===== config.mk =====
export PLATFORM = sky130hd
export DESIGN_NAME = vga_sink
export DESIGN_NICKNAME = d
export VERILOG_FILES = /design/src/rtl/vga_sink.sv
export SDC_FILE = /design/constraint.sdc
export NUM_CORES = 1
export LEC_CHECK = 0
export CORE_ASPECT_RATIO = 1.25
export CORE_UTILIZATION = 36
export CTS_BUF_LIST = sky130_fd_sc_hd__clkbuf_8 sky130_fd_sc_hd__clkbuf_16
export DETAILED_ROUTE_END_ITERATION = 10
export GPL_TIMING_DRIVEN = 1
export PLACE_DENSITY = 0.58
export SLEW_MARGIN = 20
export SYNTH_ARGS = -nofsm -noshare
export SYNTH_HDL_FRONTEND = slang
export SYNTH_SLANG_ARGS = --single-unit

===== constraint.sdc =====
create_clock -name i_clk -period 4 [get_ports i_clk]
set_input_delay 0.4 -clock i_clk [delete_from_list [all_inputs] [get_ports i_clk]]
set_output_delay 0.4 -clock i_clk [all_outputs]
set_load 0.03 [all_outputs]

===== src/rtl/vga_sink.sv =====
// VGA stream sink: recovers pixel coordinates from hsync/vsync, tracks lock and
// counts timing errors. Define VGA_SINK_CHECKSUM_EN to add the per-frame pixel checksum.
module vga_sink #(
    parameter int H_TOTAL     = 800,
    parameter int V_TOTAL     = 525,
    parameter int H_ACT_START = 144,
    parameter int V_ACT_START = 34,
    parameter int H_ACTIVE    = 640,
    parameter int V_ACTIVE    = 480
) (
    input  logic        i_clk,
    input  logic        i_rst,
    input  logic        i_pix_stb,
    input  logic        i_hs,
    input  logic        i_vs,
    input  logic [2:0]  i_red,
    input  logic [2:0]  i_green,
    input  logic [1:0]  i_blue,
    output logic [9:0]  o_x,
    output logic [8:0]  o_y,
    output logic        o_de,
    output logic [7:0]  o_pix,
    output logic        o_locked,
    output logic        o_frame_stb,
    output logic        o_err_stb,
    output logic [7:0]  o_err_cnt,
    output logic [15:0] o_frame_sum
);

    localparam logic [1:0] UNLOCKED = 2'd0;
    localparam logic [1:0] ACQUIRE  = 2'd1;
    localparam logic [1:0] LOCKED   = 2'd2;

    localparam logic [9:0] H_LAST = 10'(H_TOTAL - 1);
    localparam logic [9:0] V_LAST = 10'(V_TOTAL - 1);
    localparam logic [9:0] H_BEG  = 10'(H_ACT_START);
    localparam logic [9:0] H_END  = 10'(H_ACT_START + H_ACTIVE);
    localparam logic [9:0] V_BEG  = 10'(V_ACT_START);
    localparam logic [9:0] V_END  = 10'(V_ACT_START + V_ACTIVE);

    logic       prev_hs, prev_vs, hs_seen, vs_seen;
    logic [9:0] hcnt, vcnt, h_nxt, v_nxt;
    logic [1:0] state, state_nxt;
    logic       hs_fall, vs_fall, line_err, frame_err, err_hit, frame_hit, in_win;

    always_comb begin
        hs_fall   = i_pix_stb & prev_hs & ~i_hs;
        vs_fall   = i_pix_stb & prev_vs & ~i_vs;
        line_err  = hs_fall & hs_seen & (hcnt != H_LAST);
        frame_err = vs_fall & vs_seen & (vcnt != V_LAST);
        err_hit   = (line_err | frame_err) & (state != UNLOCKED);
        frame_hit = vs_fall & (state == LOCKED) & ~err_hit;

        // Coordinates belonging to the current strobe (the hs-fall strobe is hcnt 0)
        h_nxt = hs_fall ? '0 : ((hcnt == '1) ? hcnt : hcnt + 10'd1);
        v_nxt = vcnt;
        if (hs_fall) begin
            v_nxt = vs_fall ? '0 : ((vcnt == '1) ? vcnt : vcnt + 10'd1);
        end
        in_win = (h_nxt >= H_BEG) && (h_nxt < H_END) && (v_nxt >= V_BEG) && (v_nxt < V_END);

        state_nxt = state;
        case (state)
            UNLOCKED: if (vs_fall) state_nxt = ACQUIRE;
            ACQUIRE:  if (err_hit) state_nxt = UNLOCKED;
                      else if (vs_fall) state_nxt = LOCKED;
            LOCKED:   if (err_hit) state_nxt = UNLOCKED;
            default:  state_nxt = UNLOCKED;
        endcase
    end

    always_ff @(posedge i_clk) begin
        if (i_rst) begin
            prev_hs     <= 1'b0;
            prev_vs     <= 1'b0;
            hs_seen     <= 1'b0;
            vs_seen     <= 1'b0;
            hcnt        <= '0;
            vcnt        <= '0;
            state       <= UNLOCKED;
            o_err_stb   <= 1'b0;
            o_err_cnt   <= '0;
            o_frame_stb <= 1'b0;
            o_de        <= 1'b0;
            o_x         <= '0;
            o_y         <= '0;
            o_pix       <= '0;
        end else begin
            if (i_pix_stb) begin
                prev_hs <= i_hs;
                prev_vs <= i_vs;
                hcnt    <= h_nxt;
                vcnt    <= v_nxt;
                if (hs_fall) hs_seen <= 1'b1;
                if (vs_fall) vs_seen <= 1'b1;
            end
            state       <= state_nxt;
            o_err_stb   <= err_hit;
            if (err_hit && (o_err_cnt != '1)) o_err_cnt <= o_err_cnt + 8'd1;
            o_frame_stb <= frame_hit;

            o_de  <= 1'b0;
            o_x   <= '0;
            o_y   <= '0;
            o_pix <= '0;
            if (i_pix_stb && in_win && (state == LOCKED)) begin
                o_de  <= 1'b1;
                o_x   <= h_nxt - H_BEG;
                o_y   <= 9'(v_nxt - V_BEG);
                o_pix <= {i_red, i_green, i_blue};
            end
        end
    end

    assign o_locked = (state == LOCKED);

`ifdef VGA_SINK_CHECKSUM_EN
    logic [15:0] acc, acc_total, frame_sum;

    // o_pix is zero outside o_de cycles, so it can be added unconditionally.
    // The total is latched on the same edge that raises o_frame_stb so both are seen together.
    assign acc_total = acc + {8'h00, o_pix};

    always_ff @(posedge i_clk) begin
        if (i_rst) begin
            acc       <= '0;
            frame_sum <= '0;
        end else if (frame_hit) begin
            frame_sum <= acc_total;
            acc       <= '0;
        end else if (err_hit) begin
            acc <= '0;
        end else begin
            acc <= acc_total;
        end
    end

    assign o_frame_sum = frame_sum;
`else
    assign o_frame_sum = '0;
`endif

endmodule


==> metrics.md, run 1 <==
| Metric | Value |
|---|---|
| Status | `finished, final reports clean` |
| Final Max Slew Viols | `0` |
| RSZ-0062 raised after global routing | `false` |
| Synthesized area per cell | `approximately 9 um2` |
| First-pass GRT wire length | `12.46 mm` |
| Root buf cell | `clkbuf_16` |
| Register area share after synthesis | `37.50%` |
| Final-report hold violation count | `0` |
| FP Rows | `39` |
| TNS Setup | `0 ns` |
| Tmin final | `3.434 ns` |
| Final Net Count | `440` |
| Synth area leaders | `dfxtp_1 37%, a211oi_2 7.0%, nor2_1 4.8%, mux2i_1 3.5%, buf_4 3.5%` |
| Antenna diodes | `0` |
| Number of max-cap violations | `0` |
| Total setup buffers inserted after CTS | `0` |
| FF-to-FF path depth | `15` |
| Internal Power | `approximately 1.1 mW` |
| DIE AREA | `9888 um2` |
| Crit path depth | `15` |
| Cell variety after synth | `66` |
| Die width | `89.14 um` |
| Remaining global-route overflow | `0` |
| Initial antenna violation count | `0` |
| Min Hold Slack | `0.4543 ns` |
| Area of the mapped netlist | `3417 um2` |
| Cell taking the most area after synthesis | `dfxtp_1` |
| Fillers | `948` |
| CP endpoint kind | `register` |
| Peak supply drop | `around 0.00021 V` |
| Count leader, synth | `dfxtp_1` |
| Post-Route WL | `about 7.3 mm` |
| Hold Path Depth | `2` |
| Number of hold buffers added after cts | `0` |
| Syn. warnings | `0` |
| Crit-path cells | `ha_1, and4_1, nand4_1, buf_4, and3_1, xnor2_1, nor2_1, inv_1, ha_1, o31ai_1, nor2_1, nor3b_1, a211o_1, buf_4, a211oi_1` |
| Final Wtd Congestion | `0.8623` |
| Core area | `9174 um2` |
| Clk buf depth | `2` |
| CP Max Fanout | `28` |
| DRC Markers | `0` |
| CP top delay family | `simple AND/OR/NAND/NOR gates` |
| Vias in the first global route | `2590` |
| Post-synth EDFFs | `0` |
| Via count | `~2800` |
| Pwr Density | `~330 nW/um2` |
| DRT antenna net count | `0` |
| CTS tree | `yes` |
| Worst Path Arrival | `3.59 ns` |
| Largest net degree at the start of global routing | `38` |
| Total Power | `1.408 mW` |
| Slew HR | `34.02%` |
| Worst-Margin Slew | `0.9896 ns` |
| CTS clk-pin slew, worst paths | `approximately 0.06 ns` |
| # port buffers | `51` |
| Worst Skew | `0.007303 ns` |
| CP required | `4.16 ns` |
| # H-tree levels | `3` |
| Combinational Power Share | `under 10%` |
| Layout cells sized above 1 | `13.24%` |
| Post_cts resized | `0` |
| Buf/Inv on CP | `3` |
| Fmax | `291.2 MHz` |
| Gr usage total | `approximately 16%` |
| Final worst path period share | `85.84%` |
| Max stage delay on crit path | `0.46 ns` |
| Clk network pwr share | `approximately half` |
| Cells after Synth | `roughly 370` |
| Part of the power in registers | `between 40% and 50%` |
| Initial Util | `around 37%` |
| Worst min path class | `register to register` |
| Fraction of registers with async set/reset | `0%` |
| Die height | `roughly 110 um` |
| Syn-to-layout area delta | `23.03%` |
| Initial DRC count | `162` |
| DR WL/cell | `13.35 um` |
| Register bit total from synthesis | `64` |
| Most frequent cells after synthesis | `64 x dfxtp_1, 44 x nor2_1, 20 x nand2_1, 19 x a211oi_2, 17 x inv_1` |
| Area share of the largest cell type after synthesis | `37.50%` |
| Net switching power | `0.3177 mW` |
| Max stage delay cell, worst path | `dfxtp_1` |
| Worst skew pair latency | `0.33 ns` |
| Startpoint Class | `register` |
| Drt first pass iters | `5` |
| Number of vias per cell | `5.090` |
| Ys flop type | `dfxtp_1` |
| I/O pins | `68` |
| DP HPWL | `5.147 mm` |
| Clk sinks | `64` |
| P_leak | `1.575 nW` |
| Setup Viol. Count Final | `0` |
| CP Class | `register to register` |
| Sw frac | `22.56%` |
| TritonCTS Buffers | `9` |
routing by layer:
metal	GRT usage [%]	wire, um
met5	0	0
met3	3.872	409
met2	24.33	3226
met4	7.302	159
met1	21.75	3492
placed cells by master, fill, tap and decap left out, types with 5 or more instances in the layout:
cell type        instances
dfxtp_1                 64
clkdlybuf4s50_1         51
nor2_1                  44
nand2_1                 20
a211oi_2                19
inv_1                   17
conb_1                  16
a21oi_1                 14
mux2i_1                 12
a211oi_1                11
nor3_1                  11
xnor2_1                 10
buf_4                   10
clkbuf_16                9
and3_1                   8
nand4_1                  8
xor2_1                   7
ha_1                     7
a31oi_1                  5
nor2b_1                  5
nand3_1                  5
flip-flops by register name, indices dropped and copies added (netlist names):
name	count
hcnt	10
o_x	10
vcnt	10
o_y	9
o_err_cnt	8
o_pix	8
state	2
hs_seen	1
o_de	1
o_err_stb	1
o_frame_stb	1
prev_hs	1
prev_vs	1
vs_seen	1
final timing paths:
check	from	to	slack [ns]
setup / recovery	hcnt[1]	o_x[9]	0.57
hold / removal	vs_seen	vs_seen	0.45
setup reg to reg	hcnt[1]	o_x[9]	0.57
hold reg to reg	vs_seen	vs_seen	0.45
kinds of logic after synthesis:
logic type / Yosys count / share of synthesized area [%]
muxes: 12 / 3.515
other: 1 / 0.1097
and+or+nand+nor: 133 / 21.13
adders and majority gates: 7 / 2.563
xor gates and xnor gates: 17 / 4.357
DFF: 64 / 37.50
AOI/OAI and AO/OA: 82 / 21.06
buffers and inverters: 56 / 9.777
worst register-to-register path: cells and delay by family (launching register included):
kind                       cells  cell delay [ns]
and+or+nand+nor                6             1.16
buffers and inverters          3             0.64
adders and majority gates      2             0.55
DFF                            1             0.46
AOI/OAI and AO/OA              3             0.34
xor gates and xnor gates       1             0.12
power groups by stage:
stage          Sequential (mW)  Clock [mW]  Combinational, mW
2_1_floorplan            0.658           0             0.0639
3_3_place_gp             0.660           0             0.0701
3_5_place_dp             0.660           0             0.0706
4_1_cts                  0.646       0.709             0.0709
5_1_grt                  0.646       0.740             0.0770
6_report                 0.647       0.691             0.0705
per-stage QoR:
stage / cells / util (%) / setup WS (ns) / cell area (um2)
floorplan: 387 / - / 0.9284 / 3473
global placement: 532 / 42.98 / 0.5055 / 3943
detailed placement: 532 / 42.98 / 0.4523 / 3943
CTS: 546 / 45.83 / 0.5845 / 4204
global route: 546 / 45.83 / 0.3021 / 4204
finish: 546 / 45.83 / 0.5664 / 4204
layout make-up:
type / count / area, um2 / area share, %
timing repair buffer: 61 / 585.6 / 13.93
multi-input combinational: 267 / 1858 / 44.20
inverter: 17 / 63.81 / 1.518
sequential: 64 / 1281 / 30.48
clock buffer: 10 / 239.0 / 5.685
clock inverter: 4 / 22.52 / 0.5357
tap: 123 / 153.9 / 3.661
Power figures use the tool's default switching activity.
==> run 2, diff against run 1 <==
Settings changed: CELL_PAD_IN_SITES_DETAIL_PLACEMENT from default to 0, CELL_PAD_IN_SITES_GLOBAL_PLACEMENT from default to 2, CORE_UTILIZATION 36 to 31, PLACE_DENSITY 0.58 to 0.78.
==> metrics.md, run 2 (synthesized netlist as in run 1, its figures left out) <==
| Metric | Value |
|---|---|
| Top flop regs | `hcnt x10, o_x x10, vcnt x10 (unchanged)` |
| Worst-Margin Slew | `0.8011 ns (was 0.9896 ns)` |
| Post-Route WL | `7.416 mm (was 7.287 mm)` |
| P_leak | `1.579 nW (was 1.575 nW)` |
| DRT antenna net count | `0 (unchanged)` |
| Fillers | `1093 (was 948)` |
| DR WL/cell | `13.43 um (was 13.35 um)` |
| Final-report hold violation count | `0 (unchanged)` |
| Pwr Density | `350.4 nW/um2 (was 335.0 nW/um2)` |
| Max stage delay on crit path | `0.50 ns (was 0.46 ns)` |
| DP HPWL | `5.121 mm (was 5.147 mm)` |
| FF-to-FF path depth | `13 (was 15)` |
| CP endpoint kind | `register (unchanged)` |
| Worst Skew | `0.003851 ns (was 0.007303 ns)` |
| Design area | `4225 um2 (was 4204 um2)` |
| Final core utilization | `39.61% (was 45.83%)` |
| DRC Markers | `0 (unchanged)` |
| CTS tree | `yes (unchanged)` |
| TritonCTS Buffers | `9 (unchanged)` |
| Worst min path class | `register to register (unchanged)` |
| Inst Count DP | `537 (was 532)` |
| I/O pins | `68 (unchanged)` |
| Hold Path Depth | `2 (unchanged)` |
| Buf/Inv on CP | `2 (was 3)` |
| Number of max-cap violations | `0 (unchanged)` |
| Root buf cell | `clkbuf_16 (unchanged)` |
| Vias in the first global route | `2557 (was 2590)` |
| WHS Endpoint | `vs_seen (unchanged)` |
| Clk buf depth | `2 (unchanged)` |
| FP Rows | `42 (was 39)` |
| Area after DPL | `3936 um2 (was 3943 um2)` |
| Worst skew pair latency | `0.33 ns (about the same)` |
| Drt first pass iters | `4 (was 5)` |
| Reg2reg end | `o_x[1] (was o_x[9])` |
| Area occupied by multi-input gates | `1858 um2 (unchanged)` |
| Final worst path period share | `83.86% (was 85.84%)` |
| First-pass GRT wire length | `12.43 mm (was 12.46 mm)` |
| CTS clk-pin slew, worst paths | `0.05 ns (was 0.06 ns)` |
| Largest net degree at the start of global routing | `38 (unchanged)` |
| Syn-to-layout area delta | `23.65% (was 23.03%)` |
| CP required | `4.24 ns (was 4.16 ns)` |
| Gr usage total | `13.99% (was 16.21%)` |
| Final non-filler cell total | `552 (was 546)` |
| Status | `finished, final reports clean (unchanged)` |
| Hold path startpoint | `vs_seen (unchanged)` |
| Via count | `2742 (was 2779)` |
| Crit path from | `hcnt[0] (was hcnt[1])` |
| Die width | `95.91 um (was 89.14 um)` |
| Worst Path Arrival | `3.59 ns (about the same)` |
| Initial antenna violation count | `0 (unchanged)` |
| Most frequent cells in the layout | `64 x dfxtp_1, 51 x clkdlybuf4s50_1, 44 x nor2_1, 20 x nand2_1 (was 64 x dfxtp_1, 51 x clkdlybuf4s50_1, 44 x nor2_1, 20 x nand2_1, 19 x a211oi_2)` |
| Most common cell after layout, fill and taps aside | `dfxtp_1 (unchanged)` |
| Register area | `1281 um2 (unchanged)` |
| # H-tree levels | `3 (unchanged)` |
| Initial DRC count | `129 (was 162)` |
| Final Wtd Congestion | `0.8075 (was 0.8623)` |
| Die height | `119.4 um (was 110.9 um)` |
| Fmax | `298.1 MHz (was 291.2 MHz)` |
| CP Class | `register to register (unchanged)` |
| Number of hold buffers added after cts | `0 (unchanged)` |
| Core area | `10670 um2 (was 9174 um2)` |
| Max stage delay cell, worst path | `dfxtp_1 (unchanged)` |
| Tmin final | `3.355 ns (was 3.434 ns)` |
| # port buffers | `51 (unchanged)` |
| Slew HR | `46.23% (was 34.02%)` |
| Peak supply drop | `0.0002061 V (was 0.0002130 V)` |
| Final Net Count | `436 (was 440)` |
| Crit-path cells | `ha_1, and4_1, nand4_1, and3_1, xnor2_1, nor2_1, inv_1, ha_1, o31ai_1, a211oi_1, a211o_1, buf_12, a221oi_2 (was ha_1, and4_1, nand4_1, buf_4, and3_1, xnor2_1, nor2_1, inv_1, ha_1, o31ai_1, nor2_1, nor3b_1, a211o_1, buf_4, a211oi_1)` |
| Antenna diodes | `0 (unchanged)` |
| Layout cells sized above 1 | `12.14% (was 13.24%)` |
| CP top delay family | `simple AND/OR/NAND/NOR gates (unchanged)` |
| Startpoint Class | `register (unchanged)` |
| Critical R2R Launch | `hcnt[0] (was hcnt[1])` |
| Final Max Slew Viols | `0 (unchanged)` |
| RSZ-0062 raised after global routing | `false (unchanged)` |
| Number of vias per cell | `4.967 (was 5.090)` |
| Setup Viol. Count Final | `0 (unchanged)` |
| Worst path most repeated cell | `ha_1` |
| TNS Setup | `0 ns (unchanged)` |
| Total setup buffers inserted after CTS | `0 (unchanged)` |
| Clk sinks | `64 (unchanged)` |
| CP Max Fanout | `28 (unchanged)` |
| Post_cts resized | `0 (unchanged)` |
| Setup slack, reg-to-reg | `0.65 ns (was 0.57 ns)` |
| Remaining global-route overflow | `0 (unchanged)` |
| DIE AREA | `11450 um2 (was 9888 um2)` |
| Initial Util | `32.03% (was 37.25%)` |
run 2: area by class of cell:
class	instances	area share (%)
clock buffer	10	5.656
clock inverter	5	1.184
inverter	17	1.510
multi-input combinational	267	43.97
sequential	64	30.32
tap	132	3.909
timing repair buffer	57	13.44
run 2: worst max-delay path by stage:
stage	cells past startpoint	to
2_1_floorplan	12	o_pix[5]
6_report	13	o_x[1]
5_1_grt	13	o_pix[1]
3_5_place_dp	7	o_x[1]
4_1_cts	13	o_x[9]
3_3_place_gp	7	o_x[1]
run 2: per-stage QoR:
step	setup slack [ns]	power [mW]	hold slack [ns]
global route	0.3445	1.537	0.4961
global placement	0.5753	0.7283	0.4470
CTS	0.6566	1.506	0.4691
finish	0.6454	1.480	0.4725
floorplan	0.9284	0.7221	0.4321
detailed placement	0.5858	0.7282	0.4582
run 2: worst min-delay path, cell delays in order, from the launching register on:
cell and delay, ns:
dfxtp_1 0.30, inv_1 0.07, a21oi_1 0.06
run 2: power by group:
part	total [mW]	internal, mW	switching, mW
logic	0.0672	0.0223	0.0448
clock network	0.766	0.490	0.276
registers	0.647	0.642	0.00545
total	1.48	1.15	0.327
run 2: layer usage:
metal	GRT usage (%)	share of wire, %
met1	18.93	49
met5	0	0
met2	20.63	44
met3	3.448	5.1
met4	6.530	2.0
==> run 3, diff against run 2 <==
Settings changed: CORE_UTILIZATION 31 to 28, PLACE_DENSITY 0.78 to 0.74.
Clock period 4 ns to 2.8 ns, I/O delays scaled along.
==> metrics.md, run 3 (synthesized netlist as in run 1, its figures left out) <==
| Metric | Value |
|---|---|
| Worst-Margin Slew | `0.7469 ns (was 0.8011 ns)` |
| Slew HR | `49.87% (was 46.23%)` |
| Remaining global-route overflow | `0 (unchanged)` |
| Pwr Density | `469.1 nW/um2 (was 350.4 nW/um2)` |
| FP Rows | `44 (was 42)` |
| Syn-to-layout area delta | `42.04% (was 23.65%)` |
| Startpoint Class | `register (unchanged)` |
| First-pass GRT wire length | `13.84 mm (was 12.43 mm)` |
| Final Wtd Congestion | `0.8361 (was 0.8075)` |
| Max stage delay on crit path | `0.49 ns (was 0.50 ns)` |
| Initial antenna violation count | `0 (unchanged)` |
| I/O pins | `68 (unchanged)` |
| DR WL/cell | `13.70 um (was 13.43 um)` |
| Die height | `125.5 um (was 119.4 um)` |
| Peak supply drop | `0.0002153 V (was 0.0002061 V)` |
| Antenna diodes | `0 (unchanged)` |
| Setup slack, reg-to-reg | `-0.01 ns (was 0.65 ns)` |
| Top flop regs | `hcnt x10, o_x x10, vcnt x10 (unchanged)` |
| Final worst path period share | `100.4% (was 83.86%)` |
| Root buf cell | `clkbuf_16 (unchanged)` |
| Status | `finished with violations (was finished, final reports clean)` |
| Inst Count DP | `605 (was 537)` |
| # H-tree levels | `3 (unchanged)` |
| Final non-filler cell total | `633 (was 552)` |
| Critical R2R Launch | `hcnt[1] (was hcnt[0])` |
| CP top delay family | `compound AO/OA/AOI/OAI gates (was simple AND/OR/NAND/NOR gates)` |
| Failing checks | `setup timing` |
| CTS clk-pin slew, worst paths | `0.06 ns (was 0.05 ns)` |
| DRT antenna net count | `0 (unchanged)` |
| Via count | `3026 (was 2742)` |
| Final-report hold violation count | `0 (unchanged)` |
| # port buffers | `51 (unchanged)` |
| FF-to-FF path depth | `11 (was 13)` |
| Crit-path cells | `ha_4, and4_4, nand4_1, a211oi_4, inv_1, ha_4, o31ai_4, a211oi_2, a211o_2, clkbuf_16, a221oi_2 (was ha_1, and4_1, nand4_1, and3_1, xnor2_1, nor2_1, inv_1, ha_1, o31ai_1, a211oi_1, a211o_1, buf_12, a221oi_2)` |
| Number of max-cap violations | `0 (unchanged)` |
| Design area | `4853 um2 (was 4225 um2)` |
| Largest net degree at the start of global routing | `37 (was 38)` |
| Worst path most repeated cell | `ha_4 (was ha_1)` |
| Crit path from | `hcnt[1] (was hcnt[0])` |
| Buf/Inv on CP | `2 (unchanged)` |
| Combinational Power Share | `5.1% (was 4.5%)` |
| Internal Power | `1.767 mW (was 1.154 mW)` |
| Fmax | `355.7 MHz (was 298.1 MHz)` |
| CP endpoint kind | `register (unchanged)` |
| Worst skew pair latency | `0.33 ns (about the same)` |
| Setup Viol. Count Final | `1 (was 0)` |
| Clk sinks | `64 (unchanged)` |
| Number of vias per cell | `4.780 (was 4.967)` |
| Crit path depth | `11 (was 13)` |
| Final Net Count | `487 (was 436)` |
| Clk buf depth | `2 (unchanged)` |
| Worst Skew | `0.005893 ns (was 0.003851 ns)` |
| Worst min path class | `register to register (unchanged)` |
| Worst Path Arrival | `3.05 ns (was 3.59 ns)` |
| RSZ-0062 raised after global routing | `true (was false)` |
| Most common cell after layout, fill and taps aside | `dfxtp_1 (unchanged)` |
| Net switching power | `0.5097 mW (was 0.3265 mW)` |
| CP Capture Point | `o_x[1] (unchanged)` |
| Part of the power in registers | `40.5% (was 43.7%)` |
| Area after DPL | `4319 um2 (was 3936 um2)` |
| DRC Markers | `0 (unchanged)` |
| CTS tree | `yes (unchanged)` |
| Layout cells sized above 1 | `26.48% (was 12.14%)` |
| DP HPWL | `6.001 mm (was 5.121 mm)` |
| CP required | `3.04 ns (was 4.24 ns)` |
| Final Max Slew Viols | `0 (unchanged)` |
| Reg2reg end | `o_x[1] (unchanged)` |
| Post-Route WL | `8.670 mm (was 7.416 mm)` |
| Number of hold buffers added after cts | `0 (unchanged)` |
| Drt first pass iters | `4 (unchanged)` |
| Die width | `100.8 um (was 95.91 um)` |
| CP Max Fanout | `7 (was 28)` |
| Final WS setup | `-0.01115 ns (was 0.6454 ns)` |
| Max stage delay cell, worst path | `a211oi_4 (was dfxtp_1)` |
| CP Class | `register to register (unchanged)` |
| Vias in the first global route | `2798 (was 2557)` |
| Total Power | `2.277 mW (was 1.480 mW)` |
| Core area | `11730 um2 (was 10670 um2)` |
| P_leak | `1.884 nW (was 1.579 nW)` |
| TNS Setup | `-0.01115 ns (was 0 ns)` |
| Clk network pwr share | `54.4% (was 51.7%)` |
| Gr usage total | `14.01% (was 13.99%)` |
| Tmin final | `2.811 ns (was 3.355 ns)` |
| DIE AREA | `12650 um2 (was 11450 um2)` |
| Most frequent cells in the layout | `62 x dfxtp_1, 52 x buf_4, 51 x clkdlybuf4s50_1, 43 x nor2_1, 25 x a211oi_2 (was 64 x dfxtp_1, 51 x clkdlybuf4s50_1, 44 x nor2_1, 20 x nand2_1)` |
| Sw frac | `22.39% (was 22.06%)` |
| Initial Util | `29.14% (was 32.03%)` |
| Initial DRC count | `124 (was 129)` |
| TritonCTS Buffers | `9 (unchanged)` |
[run 3: cell type report]
| class | count | area (um2) |
|---|---|---|
| flip-flops and latches | 64 | 1286 |
| multi-input cells | 267 | 1974 |
| clock buffers | 10 | 239.0 |
| repair buffers | 108 | 997.2 |
| fillers | 1176 | 6873 |
| clock inverters | 6 | 91.34 |
| inverters | 17 | 63.81 |
| well taps | 161 | 201.4 |
[run 3: power groups by stage]
stage | registers [mW] | logic [mW] | clock network [mW]
detailed placement | 0.941 | 0.115 | 0
CTS | 0.921 | 0.115 | 1.27
global route | 0.922 | 0.126 | 1.31
global placement | 0.941 | 0.114 | 0
finish | 0.921 | 0.117 | 1.24
floorplan | 0.941 | 0.0928 | 0
[run 3: metal layers]
metal  routed length (um)  up-vias  track usage [%]
met3                  439       16            3.522
met5                    0        -                0
met4                  225        0            5.882
met1                 3999     1407            17.69
met2                 4005      103            22.48
li1                     -     1500                -
[run 3: worst min path at each step]
stage | startpoint | endpoint | slack, ns | depth (start not counted)
2_1_floorplan | i_blue[0] | o_pix[0] | 0.40 | 2
3_3_place_gp | vs_seen | vs_seen | 0.45 | 2
3_5_place_dp | vs_seen | vs_seen | 0.45 | 2
4_1_cts | vs_seen | vs_seen | 0.46 | 2
5_1_grt | vs_seen | vs_seen | 0.49 | 2
6_report | vs_seen | vs_seen | 0.46 | 2
[run 3: stage by stage]
stage                     hold slack [ns]  setup WS, ns  util (%)
final                              0.4602      -0.01115     41.39
after global routing               0.4857       -0.1396     41.39
after CTS                          0.4627      0.007569     40.36
after detailed placement           0.4511      -0.05476     36.83
after global placement             0.4496      -0.01126     36.83
after floorplan                    0.3993      0.008083         -
[run 3: timing repair]
action                                 in CTS  in global routing
buffers inserted                           10                  1
resized for setup                           2                 17
gates cloned                                0                  2
endpoints found under the hold margin       0                  0
setup endpoints to repair                  26                 28
pin swaps                                   3                  0
[run 3: tightest hold or removal path: stages (launching register included)]
cell and delay [ns]:
dfxtp_1 0.29, inv_1 0.06, a21oi_1 0.06
